--- src/rtl/uart_frame_pkg.sv ---
// Shared types and constants for the UART frame receiver.
package uart_frame_pkg;

  // Decoder states: hunt for sync, collect length/payload/checksum, then drain.
  typedef enum logic [2:0] {
    ST_HUNT    = 3'd0,
    ST_GET_LEN = 3'd1,
    ST_GET_PAY = 3'd2,
    ST_GET_CHK = 3'd3,
    ST_DRAIN   = 3'd4
  } frame_state_t;

  // Default frame start marker.
  localparam logic [7:0] DEFAULT_SYNC_BYTE = 8'hA5;

  // Width of the running checksum (modulo-256 sum).
  localparam int unsigned CHK_W = 8;

  typedef logic [CHK_W-1:0] chk_t;

  // Modulo-256 checksum accumulate; the carry out is dropped on purpose.
  function automatic chk_t chk_add(input chk_t acc, input logic [7:0] b);
    chk_t res;
    res = acc + b;
    return res;
  endfunction

endpackage

--- src/rtl/uart_frame_rx_counter.sv ---
// Free-running clearable up-counter used as the inter-byte idle timer.
module uart_frame_rx_counter #(
  parameter int unsigned W = 16
) (
  input  logic         clk,
  input  logic         rst,
  input  logic         clr,
  input  logic         en,
  output logic [W-1:0] count
);

  logic [W-1:0] count_q;
  logic [W-1:0] count_d;

  // Next count: clear has priority over increment, otherwise hold.
  always_comb begin
    count_d = count_q;
    if (clr) begin
      count_d = '0;
    end else if (en) begin
      count_d = count_q + {{(W-1){1'b0}}, 1'b1};
    end else begin
      count_d = count_q;
    end
  end

  // Count register with synchronous reset.
  always_ff @(posedge clk) begin
    if (rst) begin
      count_q <= '0;
    end else begin
      count_q <= count_d;
    end
  end

  assign count = count_q;

endmodule

--- src/rtl/uart_frame_rx.sv ---
// Frame decoder: SYNC, LEN, LEN payload bytes, CHK = (LEN + sum payload) mod 256.
// A validated payload is drained over a valid/ready byte stream with a last flag;
// bad length, bad checksum, mid-frame idle gaps and bytes arriving while draining
// are reported as one-cycle registered error pulses.
module uart_frame_rx
  import uart_frame_pkg::*;
#(
  parameter logic [7:0]  SYNC_BYTE = DEFAULT_SYNC_BYTE,
  parameter int unsigned MAX_LEN   = 16,
  parameter int unsigned TIMEOUT   = 52083
) (
  input  logic       clk,
  input  logic       rst,
  input  logic [7:0] byte_in,
  input  logic       byte_valid,
  output logic [7:0] out_data,
  output logic       out_valid,
  input  logic       out_ready,
  output logic       out_last,
  output logic       crc_err,
  output logic       len_err,
  output logic       timeout_err,
  output logic       overrun_err
);

  localparam int unsigned IDX_W    = (MAX_LEN > 1) ? $clog2(MAX_LEN) : 1;
  localparam int unsigned CNT_W    = (TIMEOUT > 1) ? $clog2(TIMEOUT) : 1;
  localparam logic [7:0]  MAX_LEN_B = 8'(MAX_LEN);
  localparam logic [CNT_W-1:0] TMO_LAST = CNT_W'(TIMEOUT - 1);

  frame_state_t state_q, state_d;

  logic [7:0] len_q, len_d;
  chk_t       sum_q, sum_d;
  logic [7:0] wr_idx_q, wr_idx_d;
  logic [7:0] rd_idx_q, rd_idx_d;

  logic [7:0] out_data_q, out_data_d;
  logic       out_valid_q, out_valid_d;
  logic       out_last_q, out_last_d;
  logic       crc_err_q, crc_err_d;
  logic       len_err_q, len_err_d;
  logic       timeout_err_q, timeout_err_d;
  logic       overrun_err_q, overrun_err_d;

  // Payload storage; deliberately not reset, only read inside a validated frame.
  logic [7:0] buf_q [MAX_LEN];
  logic       buf_we;

  logic [CNT_W-1:0] idle_cnt;
  logic             mid_frame;
  logic             tmo_hit;
  logic             cnt_clr;
  logic             len_ok;
  logic             xfer;
  logic [7:0]       rd_nxt;
  chk_t             sum_add;

  assign mid_frame = (state_q == ST_GET_LEN) || (state_q == ST_GET_PAY) ||
                     (state_q == ST_GET_CHK);
  // A byte in the same cycle always wins over the timeout.
  assign tmo_hit   = mid_frame && !byte_valid && (idle_cnt == TMO_LAST);
  // Idle timer only runs mid-frame; holding it at zero elsewhere also clears it on entry.
  assign cnt_clr   = byte_valid || !mid_frame || tmo_hit;
  assign len_ok    = (byte_in != 8'd0) && (byte_in <= MAX_LEN_B);
  assign xfer      = out_valid_q && out_ready;
  assign rd_nxt    = rd_idx_q + 8'd1;
  assign sum_add   = chk_add(sum_q, byte_in);

  uart_frame_rx_counter #(
    .W (CNT_W)
  ) u_idle_cnt (
    .clk   (clk),
    .rst   (rst),
    .clr   (cnt_clr),
    .en    (mid_frame),
    .count (idle_cnt)
  );

  // State register.
  always_ff @(posedge clk) begin
    if (rst) begin
      state_q <= ST_HUNT;
    end else begin
      state_q <= state_d;
    end
  end

  // Next-state logic: one transition per accepted byte, or on idle timeout.
  always_comb begin
    state_d = state_q;
    case (state_q)
      ST_HUNT: begin
        if (byte_valid && (byte_in == SYNC_BYTE)) begin
          state_d = ST_GET_LEN;
        end else begin
          state_d = ST_HUNT;
        end
      end
      ST_GET_LEN: begin
        if (byte_valid) begin
          if (len_ok) begin
            state_d = ST_GET_PAY;
          end else begin
            state_d = ST_HUNT;
          end
        end else if (tmo_hit) begin
          state_d = ST_HUNT;
        end else begin
          state_d = ST_GET_LEN;
        end
      end
      ST_GET_PAY: begin
        if (byte_valid) begin
          if (wr_idx_q == (len_q - 8'd1)) begin
            state_d = ST_GET_CHK;
          end else begin
            state_d = ST_GET_PAY;
          end
        end else if (tmo_hit) begin
          state_d = ST_HUNT;
        end else begin
          state_d = ST_GET_PAY;
        end
      end
      ST_GET_CHK: begin
        if (byte_valid) begin
          if (byte_in == sum_q) begin
            state_d = ST_DRAIN;
          end else begin
            state_d = ST_HUNT;
          end
        end else if (tmo_hit) begin
          state_d = ST_HUNT;
        end else begin
          state_d = ST_GET_CHK;
        end
      end
      ST_DRAIN: begin
        if (xfer && out_last_q) begin
          state_d = ST_HUNT;
        end else begin
          state_d = ST_DRAIN;
        end
      end
      default: begin
        state_d = ST_HUNT;
      end
    endcase
  end

  // Datapath and output next values; outputs are precomputed so they leave flops.
  always_comb begin
    len_d         = len_q;
    sum_d         = sum_q;
    wr_idx_d      = wr_idx_q;
    rd_idx_d      = rd_idx_q;
    out_data_d    = out_data_q;
    out_valid_d   = out_valid_q;
    out_last_d    = out_last_q;
    crc_err_d     = 1'b0;
    len_err_d     = 1'b0;
    timeout_err_d = 1'b0;
    overrun_err_d = 1'b0;
    buf_we        = 1'b0;
    case (state_q)
      ST_HUNT: begin
        out_valid_d = 1'b0;
        out_last_d  = 1'b0;
      end
      ST_GET_LEN: begin
        if (byte_valid) begin
          if (len_ok) begin
            len_d    = byte_in;
            sum_d    = byte_in;
            wr_idx_d = 8'd0;
          end else begin
            len_err_d = 1'b1;
          end
        end else if (tmo_hit) begin
          timeout_err_d = 1'b1;
        end else begin
          len_d = len_q;
        end
      end
      ST_GET_PAY: begin
        if (byte_valid) begin
          buf_we   = 1'b1;
          sum_d    = sum_add;
          wr_idx_d = wr_idx_q + 8'd1;
        end else if (tmo_hit) begin
          timeout_err_d = 1'b1;
        end else begin
          sum_d = sum_q;
        end
      end
      ST_GET_CHK: begin
        if (byte_valid) begin
          if (byte_in == sum_q) begin
            rd_idx_d    = 8'd0;
            out_valid_d = 1'b1;
            out_data_d  = buf_q[0];
            out_last_d  = (len_q == 8'd1);
          end else begin
            crc_err_d = 1'b1;
          end
        end else if (tmo_hit) begin
          timeout_err_d = 1'b1;
        end else begin
          sum_d = sum_q;
        end
      end
      ST_DRAIN: begin
        // Bytes arriving while draining are dropped, sync included.
        overrun_err_d = byte_valid;
        if (xfer) begin
          if (out_last_q) begin
            out_valid_d = 1'b0;
            out_last_d  = 1'b0;
            out_data_d  = 8'd0;
          end else begin
            rd_idx_d   = rd_nxt;
            out_data_d = buf_q[rd_nxt[IDX_W-1:0]];
            out_last_d = (rd_nxt == (len_q - 8'd1));
          end
        end else begin
          out_data_d = out_data_q;
        end
      end
      default: begin
        out_valid_d = 1'b0;
        out_last_d  = 1'b0;
      end
    endcase
  end

  // Datapath and output registers; reset aborts any frame silently.
  always_ff @(posedge clk) begin
    if (rst) begin
      len_q         <= 8'd0;
      sum_q         <= '0;
      wr_idx_q      <= 8'd0;
      rd_idx_q      <= 8'd0;
      out_data_q    <= 8'd0;
      out_valid_q   <= 1'b0;
      out_last_q    <= 1'b0;
      crc_err_q     <= 1'b0;
      len_err_q     <= 1'b0;
      timeout_err_q <= 1'b0;
      overrun_err_q <= 1'b0;
    end else begin
      len_q         <= len_d;
      sum_q         <= sum_d;
      wr_idx_q      <= wr_idx_d;
      rd_idx_q      <= rd_idx_d;
      out_data_q    <= out_data_d;
      out_valid_q   <= out_valid_d;
      out_last_q    <= out_last_d;
      crc_err_q     <= crc_err_d;
      len_err_q     <= len_err_d;
      timeout_err_q <= timeout_err_d;
      overrun_err_q <= overrun_err_d;
    end
  end

  // Payload buffer write port.
  always_ff @(posedge clk) begin
    if (buf_we) begin
      buf_q[wr_idx_q[IDX_W-1:0]] <= byte_in;
    end
  end

  assign out_data    = out_data_q;
  assign out_valid   = out_valid_q;
  assign out_last    = out_last_q;
  assign crc_err     = crc_err_q;
  assign len_err     = len_err_q;
  assign timeout_err = timeout_err_q;
  assign overrun_err = overrun_err_q;

endmodule

--- config.mk ---
export PLATFORM = sky130hd
export DESIGN_NAME = uart_frame_rx
export DESIGN_NICKNAME = d
export VERILOG_FILES = /design/src/rtl/uart_frame_pkg.sv /design/src/rtl/uart_frame_rx_counter.sv /design/src/rtl/uart_frame_rx.sv
export SDC_FILE = /design/constraint.sdc
export NUM_CORES = 1
export LEC_CHECK = 0
export CAP_MARGIN = 20
export CORE_MARGIN = 8
export CORE_UTILIZATION = 60
export DETAILED_ROUTE_END_ITERATION = 10
export PLACE_DENSITY = 0.81
export SETUP_SLACK_MARGIN = 0.05
export SYNTH_ARGS = -nofsm -noshare
export SYNTH_HDL_FRONTEND = slang
export SYNTH_HIERARCHICAL = 1
export SYNTH_SLANG_ARGS = --single-unit
--- constraint.sdc ---
create_clock -name clk -period 2.84 [get_ports clk]
set_input_delay 0.568 -clock clk [delete_from_list [all_inputs] [get_ports clk]]
set_output_delay 0.568 -clock clk [all_outputs]
set_load 0.05 [all_outputs]
# == Word-level counts from Yosys, hierarchy flattened ==
# Memories as Yosys holds them, arrays and structs flattened.
# Index checks and enable logic that the tools add are counted.
# totals
register_bits,65
mem_bits_rw,128
input_bits,12
out_inout_bits,14
elab_cells,120
n_memories,1
# classes
n_addsub,5
order_cmp,1
n_eq_ne,18
mux,47
n_bitwise,6
n_reduce_logical,29
# memory_table
name,depth,width,rd,rd_ports_with_merged_regs,wr,line,text
buf_q,16,8,2,0,1,uart_frame_rx.sv:47,logic [7:0] buf_q [MAX_LEN];
# op_table
op,count
$mux 8,14
$pmux 8 s2,4
$eq 8x8->1,3
$mux 1,18
$add 16x1->16 const B,1
$add 8x1->8 const B,2
$eq 16x16->1 const B,1
$mux 3,5
$pmux 3 s5,1
$ne 2x2->1 const B,7
$reduce_and 4->1,3
$reduce_or 3->1,4
$reduce_and 5->1,2
$add 8x8->8,1
$eq 8x1->1 const B,1
$eq 8x8->1 const B,1
$le 8x5->1 const B,1
$reduce_bool 8->1,1
$sub 8x1->8 const B,1
$eq 3x2->1 const B,2
$logic_and 1x1->1,6
$mux 2,3
$not 1->1,6
$pmux 1 s3,2
other kinds (9),16

# == Depth between registers and ports, before layout ==
# depth
ltp_word,8
mapped_depth,9
ltp_nobuf,9

# == Hierarchy ==
# Netlist, hierarchy kept.
# modules_own_cells
mod,n_inst,cells_per_inst,area_per_inst_um2,seq_area_each_um2
uart_frame_rx,1,572,7862.5,4824.6
uart_frame_rx_counter,1,84,744.5,320.3

# == Worst setup path before layout ==
# OpenSTA, ideal clock, no wires.
# synth_timing
path_type,input to register
start,input byte_in[2]
end,register rd_idx_q[2]
t_arrival_ns,2.419
t_required_ns,2.708
slack_ns,0.288
cell_stages,8
path_buffers,1
path_cell_list,ha_1 or4_1 nor3_1 o21a_1 buf_2 nand2_1 o21ai_0 a21oi_1
# synth_between
elab_chain_cells,3
# synth_lines
item,line,text
from (decl),uart_frame_rx.sv:14,"input logic [7:0] byte_in,"
$eq 8x8->1,uart_frame_rx.sv:199,if (byte_in == sum_q) begin
$ne 2x1->1 (no source line),--,
$reduce_and 5->1 (no source line),--,
to (signal assigned),uart_frame_rx.sv:255,rd_idx_q <= rd_idx_d;
to (decl),uart_frame_rx.sv:36,"logic [7:0] rd_idx_q, rd_idx_d;"
# Every way passes these cells.
# A chain may end at the register's enable or synchronous reset.

# == Final worst setup path ==
# layout_timing
start,input byte_in[4]
end,register out_data_q[5] (netlist: out_data[5])
# layout_between
elab_chain_cells,3
# layout_lines
item,line,text
$eq 8x8->1,uart_frame_rx.sv:199,
$ne 2x1->1 (no source line),--,
$reduce_and 4->1 (no source line),--,
to (signal assigned),uart_frame_rx.sv:256,out_data_q <= out_data_d;
to (decl),uart_frame_rx.sv:38,"logic [7:0] out_data_q, out_data_d;"
# Every way passes these cells.

==> results.json <==
{
  "status": "complete, no violations",
  "ios": 26,
  "critPathKind": "primary input to flip-flop",
  "track_usage": 0.224,
  "synth_nets": 684,
  "synthTopCellsByArea": "edfxtp_1, dfxtp_1, mux4_2",
  "worstSkewPairLatency_ns": 0.44,
  "final.period_utilization": 0.955,
  "setup_viol": 0,
  "tightest_slew_ns": 0.638,
  "critPathLaunchType": "primary input",
  "die_x_microns": 136,
  "fmax_mhz": 369,
  "crit_start": "byte_in[4]",
  "synthTopCellsByCount": "edfxtp_1, nor2_1, dfxtp_1",
  "routabilityCongestion": 0.892,
  "fillCellCount": 918,
  "grt.overflow.total": 0,
  "antenna_found_initial": 0,
  "cts.clk_slew.worst_paths_ns": 0.07,
  "hold_viol_final": 0,
  "clockRootBuffer": "clkbuf_16",
  "utilization": 0.713,
  "yosysSeqAreaShare": 0.598,
  "hp-start": "len_q[5]",
  "synth_edf_count": 128,
  "drive_gt1_frac": 0.174,
  "powerDensity_nw_per_um2": 542,
  "grt_pass1_wl_microns": 31300,
  "final_cell_area_sq_um": 9940,
  "syn_area_sq_um": 8610,
  "place_area_sq_um": 9360,
  "drtAntennaViolNets": 0,
  "initial_core_util": 0.618,
  "fin_crit_ns": 2.71,
  "syn_avg_cell_area_sq_um": 13.1,
  "clockBufferDepth": 2,
  "htreeDepth": 4,
  "fin_nets": 749,
  "wl_microns": 20000,
  "io_buffer_count": 25,
  "crit_top_cell": "buf_4",
  "synth_most_common_cell": "edfxtp_1",
  "slew_violations": 0,
  "yosys_warnings": 6,
  "drtIter0Drc": 680,
  "path_max_fanout": 8,
  "antenna_cells": 0,
  "cts_buffers": 17,
  "rsz0062_at_grt": "no",
  "dieArea_sq_um": 18400,
  "cts_tree": "built",
  "crit_required_ns": 3.14,
  "wl_per_cell_microns": 21.9,
  "rows": 43,
  "firstDrtPassIters": 5,
  "async_flop_share": 0,
  "crit_chain": "clkdlybuf4s50_1 -> ha_1 -> or4_1 -> nor3_2 -> buf_4 -> o21ai_1 -> buf_4 -> a221oi_1 -> nor3_1",
  "ys_ff_latch": 193,
  "grt_max_degree": 43,
  "synth_top_flop_cell": "edfxtp_1",
  "yosysTopAreaCell": "edfxtp_1",
  "ys_types": 56,
  "p_leak_nw": 3.33,
  "grt_pass1_vias": 5730,
  "cap_violations": 0,
  "relSlewSlack": 0.571,
  "worst_hold_path_type": "flip-flop to flip-flop",
  "hpwl_microns": 13000,
  "netlist_instances": 656,
  "cp_data_arrival_time_ns": 3.01,
  "yosys.area.top_type_share": 0.447,
  "critPathCaptureType": "flip-flop",
  "cpPeakStageDelay_ns": 0.63,
  "critPathSlowestCell": "or4_1",
  "clkSinkCount": 193,
  "timing.rr.start": "rd_idx_q[1]",
  "peakVddDrop_mv": 0.424,
  "via_per_inst": 6.42,
  "design.core.area_sq_um": 13900,
  "area_growth_pct": 15.5,
  "via_count": 5871,
  "die_h_microns": 136,
  "holdBufCountCts": 0,
  "skew_ns": 0.0107,
  "drc": 0
}
-- worst paths after layout --
check                           slack [ns]  depth (start not counted)           to
worst max-delay path                  0.13                          9  out_data[5]
worst min-delay path                  0.46                          2     len_q[5]
worst max register to register        0.31                          8  out_data[3]
worst min register to register        0.46                          2     len_q[5]
-- final cells by class --
class	count	area, sq um	share of cell area
clock buffers	18	429	0.0432
clock inverters	14	133	0.0133
inverters	12	45.0	0.00453
multi-input cells	421	3310	0.332
flip-flops and latches	193	5150	0.518
well taps	180	225	0.0227
repair buffers	76	658	0.0662
-- metal layers --
metal	part of all wire	GRT usage	vias up
met2	0.49	0.362	239
met5	0	0	-
met1	0.42	0.291	2963
met4	0.027	0.0907	0
met3	0.058	0.0430	44
li1	-	-	2625
-- kinds of logic (layout without fill, tap and decap cells) --
logic type      Yosys count  after routing  synth area share
compound gates           88             88            0.0673
xor+xnor                 45             45            0.0467
fa+ha+maj                16             16            0.0241
buf+inv                  42            120            0.0219
flops                   193            193             0.598
mux                      54             54             0.109
simple gates            218            218             0.133
-- registers in the layout, summed over array words and instances, names as in the netlist, 3 cells and up --
register,flops
rd_idx_q,8
buf_q,128
sum_q,8
state_q,3
len_q,8
wr_idx_q,8
u_idle_cnt/count,16
out_data,8
-- per-stage QoR --
stage / power, mW / hold WS (ns) / std cells / worst slack (ns) / setup TNS [ns]
3_5_place_dp: 3.17 / 0.455 / 882 / -0.241 / -3.36
5_1_grt: 5.52 / 0.494 / 914 / 0.00921 / 0
6_report: 5.38 / 0.463 / 914 / 0.129 / 0
4_1_cts: 5.41 / 0.466 / 914 / 0.133 / 0
2_1_floorplan: 3.08 / 0.434 / 656 / 0.288 / 0
3_3_place_gp: 3.16 / 0.453 / 882 / -0.162 / -2.14
-- repair_timing --
action | in CTS | in global routing
endpoints found under the setup margin | 0 | 10
gates resized for setup | 0 | 4
buffers inserted | 0 | 0
-- critical path: cells and delay by family --
family / cells / cell delay [ns]
adders and majority gates: 1 / 0.34
AOI/OAI and AO/OA: 2 / 0.32
and+or+nand+nor: 3 / 0.94
buffers and inverters: 3 / 0.84
-- layout by cell type (no fill, tap or decap), types with 14 or more instances in the layout --
master / n
nand2_1: 30
a21oi_1: 28
nand4_1: 14
edfxtp_1: 128
nor2_1: 70
clkdlybuf4s50_1: 25
dfxtp_1: 64
nor3_1: 18
xnor2_1: 22
a211oi_1: 14
clkbuf_16: 17
buf_4: 49
mux2i_1: 22
mux4_2: 32
ha_1: 15
xor2_1: 21
-- power by group --
group / leakage [nW] / switching (mW) / internal, mW / total, mW
combinational: 1.39 / 0.0783 / 0.0423 / 0.121
sequential: 1.67 / 0.0000869 / 2.99 / 2.99
clock: 0.258 / 1.06 / 1.22 / 2.28
No activity file was read; power rests on OpenSTA's default activity.
